$ cat src/rtl/rv32_int_muldiv.sv
// Iterative RISC-V M-extension multiply/divide: one radix-2 step per cycle, valid/ready on both sides.
// Define RV32_MULDIV_EARLY_OUT_EN to let trivial cases (zero multiply, divide-by-zero, signed overflow) skip to DONE.
module rv32_int_muldiv #(
  parameter int XLEN = 32
) (
  input  logic            clk,
  input  logic            rst,
  input  logic            in_valid,
  output logic            in_ready,
  input  logic [XLEN-1:0] op1,
  input  logic [XLEN-1:0] op2,
  input  logic [2:0]      operation,
  input  logic            kill,
  output logic            out_valid,
  input  logic            out_ready,
  output logic [XLEN-1:0] result,
  output logic            busy
);

  typedef enum logic [2:0] {
    MUL    = 3'b000,
    MULH   = 3'b001,
    MULHSU = 3'b010,
    MULHU  = 3'b011,
    DIV    = 3'b100,
    DIVU   = 3'b101,
    REM    = 3'b110,
    REMU   = 3'b111
  } muldiv_opsel_t;

  localparam logic [1:0] S_IDLE = 2'd0;
  localparam logic [1:0] S_RUN  = 2'd1;
  localparam logic [1:0] S_DONE = 2'd2;
  localparam int CW = $clog2(XLEN + 1);

  logic [1:0]      r_state;
  logic [CW-1:0]   r_cnt;
  logic [XLEN-1:0] r_hi;
  logic [XLEN-1:0] r_lo;
  logic [XLEN-1:0] r_b;
  muldiv_opsel_t   r_op;
  logic            r_neg;
  logic            r_rneg;
  logic            r_dz;

  muldiv_opsel_t   w_op;
  logic            w_is_div;
  logic            w_a_sgn;
  logic            w_b_sgn;
  logic [XLEN-1:0] w_a_mag;
  logic [XLEN-1:0] w_b_mag;
  logic            w_accept;
  logic            w_dz;
  logic            w_early;
  logic [XLEN:0]   w_madd;
  logic [XLEN:0]   w_dsh;
  logic [XLEN:0]   w_dsub;
  logic            w_dfit;
  logic [2*XLEN-1:0] w_prod;
  logic [2*XLEN-1:0] w_prod_s;
  logic [XLEN-1:0] w_quo;
  logic [XLEN-1:0] w_rem;
  logic [XLEN-1:0] w_res;

  assign w_op     = muldiv_opsel_t'(operation);
  assign w_is_div = operation[2];
  assign w_a_sgn  = op1[XLEN-1] & ((w_op == MULH) | (w_op == MULHSU) | (w_op == DIV) | (w_op == REM));
  assign w_b_sgn  = op2[XLEN-1] & ((w_op == MULH) | (w_op == DIV) | (w_op == REM));
  assign w_a_mag  = w_a_sgn ? -op1 : op1;
  assign w_b_mag  = w_b_sgn ? -op2 : op2;
  assign w_accept = in_valid && (r_state == S_IDLE) && !kill;
  assign w_dz     = w_is_div && (op2 == '0);

`ifdef RV32_MULDIV_EARLY_OUT_EN
  logic w_ovf;
  assign w_ovf   = w_is_div && !operation[0] && (op1 == {1'b1, {(XLEN-1){1'b0}}}) && (&op2);
  assign w_early = (!w_is_div && ((op1 == '0) || (op2 == '0))) || w_dz || w_ovf;
`else
  assign w_early = 1'b0;
`endif

  // Multiply: {r_hi,r_lo} shifts right with r_lo holding the multiplier; divide: shifts left, r_lo collects quotient bits.
  assign w_madd = {1'b0, r_hi} + (r_lo[0] ? {1'b0, r_b} : {(XLEN+1){1'b0}});
  assign w_dsh  = {r_hi, r_lo[XLEN-1]};
  assign w_dsub = w_dsh - {1'b0, r_b};
  assign w_dfit = !w_dsub[XLEN];

  always_ff @(posedge clk) begin
    if (rst) begin
      r_state <= S_IDLE;
      r_cnt   <= '0;
      r_hi    <= '0;
      r_lo    <= '0;
      r_b     <= '0;
      r_op    <= MUL;
      r_neg   <= 1'b0;
      r_rneg  <= 1'b0;
      r_dz    <= 1'b0;
    end else if (kill) begin
      r_state <= S_IDLE;
      r_cnt   <= '0;
    end else begin
      case (r_state)
        S_IDLE: begin
          if (w_accept) begin
            r_op   <= w_op;
            r_neg  <= w_a_sgn ^ w_b_sgn;
            r_rneg <= w_a_sgn;
            r_dz   <= w_dz;
            r_b    <= w_is_div ? w_b_mag : w_a_mag;
            if (w_early) begin
              // Preload the registers so the shared result mux yields the architectural answer.
              r_state <= S_DONE;
              r_cnt   <= '0;
              r_hi    <= w_dz ? w_a_mag : '0;
              r_lo    <= w_dz ? '1 : (w_is_div ? w_a_mag : '0);
            end else begin
              r_state <= S_RUN;
              r_cnt   <= CW'(XLEN);
              r_hi    <= '0;
              r_lo    <= w_is_div ? w_a_mag : w_b_mag;
            end
          end
        end
        S_RUN: begin
          r_cnt <= r_cnt - CW'(1);
          if (r_cnt == CW'(1)) r_state <= S_DONE;
          if (r_op[2]) begin
            r_hi <= w_dfit ? w_dsub[XLEN-1:0] : w_dsh[XLEN-1:0];
            r_lo <= {r_lo[XLEN-2:0], w_dfit};
          end else begin
            r_hi <= w_madd[XLEN:1];
            r_lo <= {w_madd[0], r_lo[XLEN-1:1]};
          end
        end
        S_DONE: begin
          if (out_ready) r_state <= S_IDLE;
        end
        default: r_state <= S_IDLE;
      endcase
    end
  end

  assign w_prod   = {r_hi, r_lo};
  assign w_prod_s = r_neg ? -w_prod : w_prod;
  assign w_quo    = r_dz ? '1 : (r_neg ? -r_lo : r_lo);
  assign w_rem    = r_rneg ? -r_hi : r_hi;

  always_comb begin
    w_res = '0;
    case (r_op)
      MUL:                 w_res = w_prod_s[XLEN-1:0];
      MULH, MULHSU, MULHU: w_res = w_prod_s[2*XLEN-1:XLEN];
      DIV, DIVU:           w_res = w_quo;
      default:             w_res = w_rem;
    endcase
  end

  assign in_ready  = (r_state == S_IDLE);
  assign out_valid = (r_state == S_DONE);
  assign busy      = (r_state != S_IDLE);
  assign result    = out_valid ? w_res : '0;

endmodule
$ cat config.mk
export PLATFORM = sky130hd
export DESIGN_NAME = rv32_int_muldiv
export DESIGN_NICKNAME = d
export VERILOG_FILES = /design/src/rtl/rv32_int_muldiv.sv
export SDC_FILE = /design/constraint.sdc
export NUM_CORES = 1
export LEC_CHECK = 0
export CAP_MARGIN = 20
export CORE_ASPECT_RATIO = 1.75
export CORE_MARGIN = 2
export CORE_UTILIZATION = 60
export CTS_CLUSTER_DIAMETER = 150
export DETAILED_ROUTE_END_ITERATION = 6
export DONT_BUFFER_PORTS = 1
export GPL_TIMING_DRIVEN = 1
export PLACE_DENSITY = 0.74
export SETUP_SLACK_MARGIN = 0.2
export SLEW_MARGIN = 20
export SYNTH_ARGS = -nofsm -noshare
export SYNTH_HDL_FRONTEND = slang
export SYNTH_SLANG_ARGS = --single-unit
$ cat constraint.sdc
create_clock -name clk -period 4 [get_ports clk]
set_clock_uncertainty 0.2 [all_clocks]
set_input_delay 0.4 -clock clk [delete_from_list [all_inputs] [get_ports clk]]
set_output_delay 0.4 -clock clk [all_outputs]
set_load 0.03 [all_outputs]
# Yosys cells after proc, flatten, opt, wreduce, memory -nomap -nowiden
# Cells that the tools add are included.
[word_totals] elab_cells=82 out_inout_bits=35 in_bits=72 regBits=110
[op_classes] addsub=8 eq_ne=15 mux=24 n_reduce_logical=17 bitwise_logic=9
[ops] operator="32-bit 2-to-1 mux" n=14
[ops] operator="32-bit negator" n=4
[ops] operator="32-bit one-hot mux with 2 select lines" n=2
[ops] operator="32-bit one-hot mux with 3 select lines" n=1
[ops] operator="64-bit 2-to-1 mux" n=1
[ops] operator="64-bit negator" n=1
[ops] operator="32-bit by 32-bit adder with 33-bit output" n=1
[ops] operator="33-bit by 32-bit subtractor with 33-bit output" n=1
[ops] operator="32-bit zero test" n=1
[ops] operator="3-bit equality test, second input constant" n=4
[ops] operator="6-bit one-hot mux with 2 select lines" n=1
[ops] operator="3-bit by 2-bit equality test with 1-bit output, second input constant" n=3
[ops] operator="3-bit AND reduction" n=3
[ops] operator="3-bit by 1-bit equality test with 1-bit output, second input constant" n=2
[ops] operator="6-bit by 1-bit equality test with 1-bit output, second input constant" n=1
[ops] operator="2-bit 2-to-1 mux" n=3
[ops] operator="6-bit 2-to-1 mux" n=1
[ops] operator="2-bit one-hot mux with 3 select lines" n=1
[ops] operator="6-bit by 1-bit subtractor with 6-bit output, second input constant" n=1
[ops] operator="1-bit bitwise OR" n=5
[ops] operator="2-bit by 1-bit inequality test with 1-bit output, second input constant" n=2
[ops] operator="2-bit nonzero test" n=2
[ops] operator="2-bit OR reduction" n=2
[ops] operator="1-bit logical AND" n=3
[ops] operator="11 further kinds" n=13

# Logic depth before layout (Yosys ltp)
[logic_depth] word_depth=9 mapped_depth=15 mapped_depth_nobuf=13

# Least setup slack after synthesis
# Ideal clock, no wire load.
[synth_path] kind="reg-to-output" start="register r_lo[25]" end="output port result[13]" t_required_ns=3.400 stages_incl_launch_ff=10 slack_ns=0.064 t_arrival_ns=3.336 cell_sequence="dfxtp_1 or3_4 or3_4 or3_4 or3_4 or3_4 and2_4 a22oi_2 nand2_1 a221oi_1"
[synth_between] elab_chain_cells=4
[synth_rtl] element="start: declaration" line_no="39" source="logic [XLEN-1:0] r_lo;"
[synth_rtl] element="start signal: assignment" line_no="116" source="r_lo <= w_dz ? '1 : (w_is_div ? w_a_mag : '0);"
[synth_rtl] element="start signal: assignment" line_no="121" source="r_lo <= w_is_div ? w_a_mag : w_b_mag;"
[synth_rtl] element="start signal: assignment" line_no="130" source="r_lo <= {r_lo[XLEN-2:0], w_dfit};"
[synth_rtl] element="64-bit negator" line_no="145" source="assign w_prod_s = r_neg ? -w_prod : w_prod;"
[synth_rtl] element="64-bit 2-to-1 mux" line_no="145"
[synth_rtl] element="32-bit one-hot mux with 3 select lines" line_no="151" source="case (r_op)"
[synth_rtl] element="32-bit 2-to-1 mux" line_no="162" source="assign result = out_valid ? w_res : '0;"
[synth_rtl] element="end: declaration" line_no="16" source="output logic [XLEN-1:0] result,"
# No other way between the ends.

# Worst setup path in the final report
# Same ends and word-level chain as after synthesis.

==> metrics <==
most used routing layer met2; std cell rows 71; Chip Width about 120 µm; Worst VDD drop roughly 180 µV; cell area after synthesis between 10,000 and 15,000 µm²; antenna cells 0; dominant cell type by area after synthesis dfxtp_1; Leakage a little under 6 nW; Yosys warnings 0; final instance area about 15,000 µm²; power consumption around 3.5 mW; outcome finished, violations left; starting density of the core 61.3%; Max Clock Freq about 0.25 GHz; CP endpoint kind primary output; ANT nets after route 0; cells after synthesis ~1,900; fin cells 2,198; routability congestion estimate 1.09; Via density roughly 6.6; Tot GR Track Use slightly below 40%; Arrival @ worst endpoint 3.45 ns; H-tree levels 3; Final WS setup -0.0502 ns; worst skew pair latency between 0.3 and 0.4 ns; Syn-to-layout area delta 12.6%; Slew Viols, Final 0; via count about 15,000; final hold slack 0.0126 ns; die height 200 µm; post-synthesis register bit count 110; sequential area share after synthesis between 10% and 20%; Most used DFF post-synth dfxtp_1; post-route clock period utilization 101%; Crit Path Category reg2out; grt ovf 0; CTS tree built; Die Area between 20,000 and 25,000 µm²; RSZ-0062 raised after global routing yes; Post-Syn Area per Cell roughly 7 µm²; met2 usage 65.7%; worst slack, placed 0.184 ns; Final Net Count between 2,000 and 2,500; Iteration-0 DRC Markers 1,082; first-pass GRT wire length 72,400 µm; crit-path max FO 4; area post-placement 14,000 µm²; post-synth net total ~2,000; number of global-route vias before repair 14,000; failing checks setup timing; number of port buffers 0; drt pass-1 iters 5; Async SR Flop Fraction 0%; minimum clock period roughly 4.1 ns; IO Pins between 100 and 150; GR Util met1 between 40% and 50%; Cells after DPL 2,158; top cell type's share of synthesized area around 17%; CTS Sinks 110; largest cells by area after synthesis dfxtp_1, xnor2_1, ha_1, nor2_1, mux2i_1; Core Region 21,500 µm²; Max-Cap Viols 0; Detailed Route WL 47,000 µm; setup tns final -0.0565 ns; final hold vios 0; Layout Utilization between 60 and 70%; Max transition margin between 20% and 30%; CTS max path bufs 2; clock slew at reported path FFs approximately 0.090 ns; Post-synth EDFFs 0; Final setup violation count 2; placed wire-length estimate between 30,000 and 40,000 µm; share of cells above drive strength 1 roughly 14%; CTS root buf clkbuf_16; Tightest Pin Transition approximately 1.0 ns; critical path required time approximately 3.4 ns; crit start category flop; largest net degree at the start of global routing 77; Distinct cells, synth between 80 and 90; DRC errors left 0; DR WL/cell ~21 µm; Synth top cells by count nor2_1, nand2_1, a21oi_1; initial antenna violation count 1; CTS Buf Count 9; count leader, synth nor2_1; PD cells between 200 and 250 nW/µm²; Hold Crit Class in2reg; routing usage on met3 ~5.6%
==> final timing paths <==
check / startpoint / to / slack (ns) / cells after the start
worst max-delay path: r_lo[25] / result[13] / -0.05 / 10
worst min-delay path: out_ready / r_state[1] / 0.01 / 3
worst max register to register: r_lo[31] / r_hi[25] / 0.29 / 12
worst min register to register: r_b[23] / r_b[23] / 0.26 / 2
==> state kept, by name, summed over array words and instances (netlist names) <==
| signal | flops |
|---|---|
| r_state | 2 |
| r_cnt | 6 |
| r_b | 32 |
| r_hi | 32 |
| r_neg | 1 |
| r_lo | 32 |
| r_rneg | 1 |
| r_dz | 1 |
| r_op | 3 |
==> repair_timing <==
item,in CTS,in global routing
setup buffers,10,10
endpoints found under the hold margin,75,0
gates resized for setup,35,55
pin swaps,18,26
setup endpoints to repair,30,47
hold buffers,3,0
gates cloned,0,1
==> logic make-up after synthesis <==
kind of cell,count (synthesis),share of synthesized area [%]
buffers and inverters,200,5.82
multiplexers,93,7.17
adder cells (fa/ha/maj),72,6.94
flip-flops,110,16.7
AO/OA/AOI/OAI,580,28.3
XOR/XNOR,189,12.6
AND/OR/NAND/NOR,639,22.6
==> critical path, cell delays in order (launching register included) <==
cell and delay [ns]:
dfxtp_4 0.35, or3_4 0.39, or3_4 0.35, or3_4 0.36, or3_4 0.35, or3_4 0.35
and2_4 0.18, a22oi_2 0.11, nand2_1 0.08, a221oi_2 0.34, buf_4 0.22
==> per-layer routing <==
layer / part of all wire (%) / wire length, µm
met1: 38 / 17700
met2: 48 / 22500
met3: 7.3 / 3440
met4: 7.1 / 3360
met5: 0.023 / 11
==> power breakdown <==
part	total [mW]	internal (mW)	switching (mW)	leakage, nW
Combinational	1.28	0.535	0.742	4.78
Clock	0.939	0.440	0.499	0.139
Sequential	1.24	1.15	0.0863	0.903
==> layout by cell type (no fill, tap or decap), types with 11 or more instances in the layout <==
cell	instances
mux2i_1	81
xor2_1	83
dfxtp_1	98
a22oi_1	14
nand2_1	177
a221oi_1	12
nand3_1	48
o21ai_1	12
a221oi_2	12
a211oi_1	46
nand4_1	19
a21oi_1	141
nor3_1	48
o31ai_1	25
a21o_1	29
or3_1	13
nor4_1	16
nand2b_1	18
nor2_1	216
inv_1	64
o21ai_0	124
xnor2_1	105
o41ai_1	11
a31oi_1	20
ha_1	69
o22ai_1	12
a211oi_2	14
buf_4	131
o211ai_1	19
==> area by class of cell <==
| cell class | count | area (µm²) |
|---|---|---|
| Multi-Input combinational cell | 1573 | 10600 |
| Timing Repair Buffer | 139 | 1110 |
| Clock inverter | 7 | 67.6 |
| Sequential cell | 110 | 2220 |
| Inverter | 68 | 255 |
| Tap cell | 292 | 365 |
| Clock buffer | 9 | 225 |
| Fill cell | 1989 | 6650 |
Power figures use the tool's default switching activity.
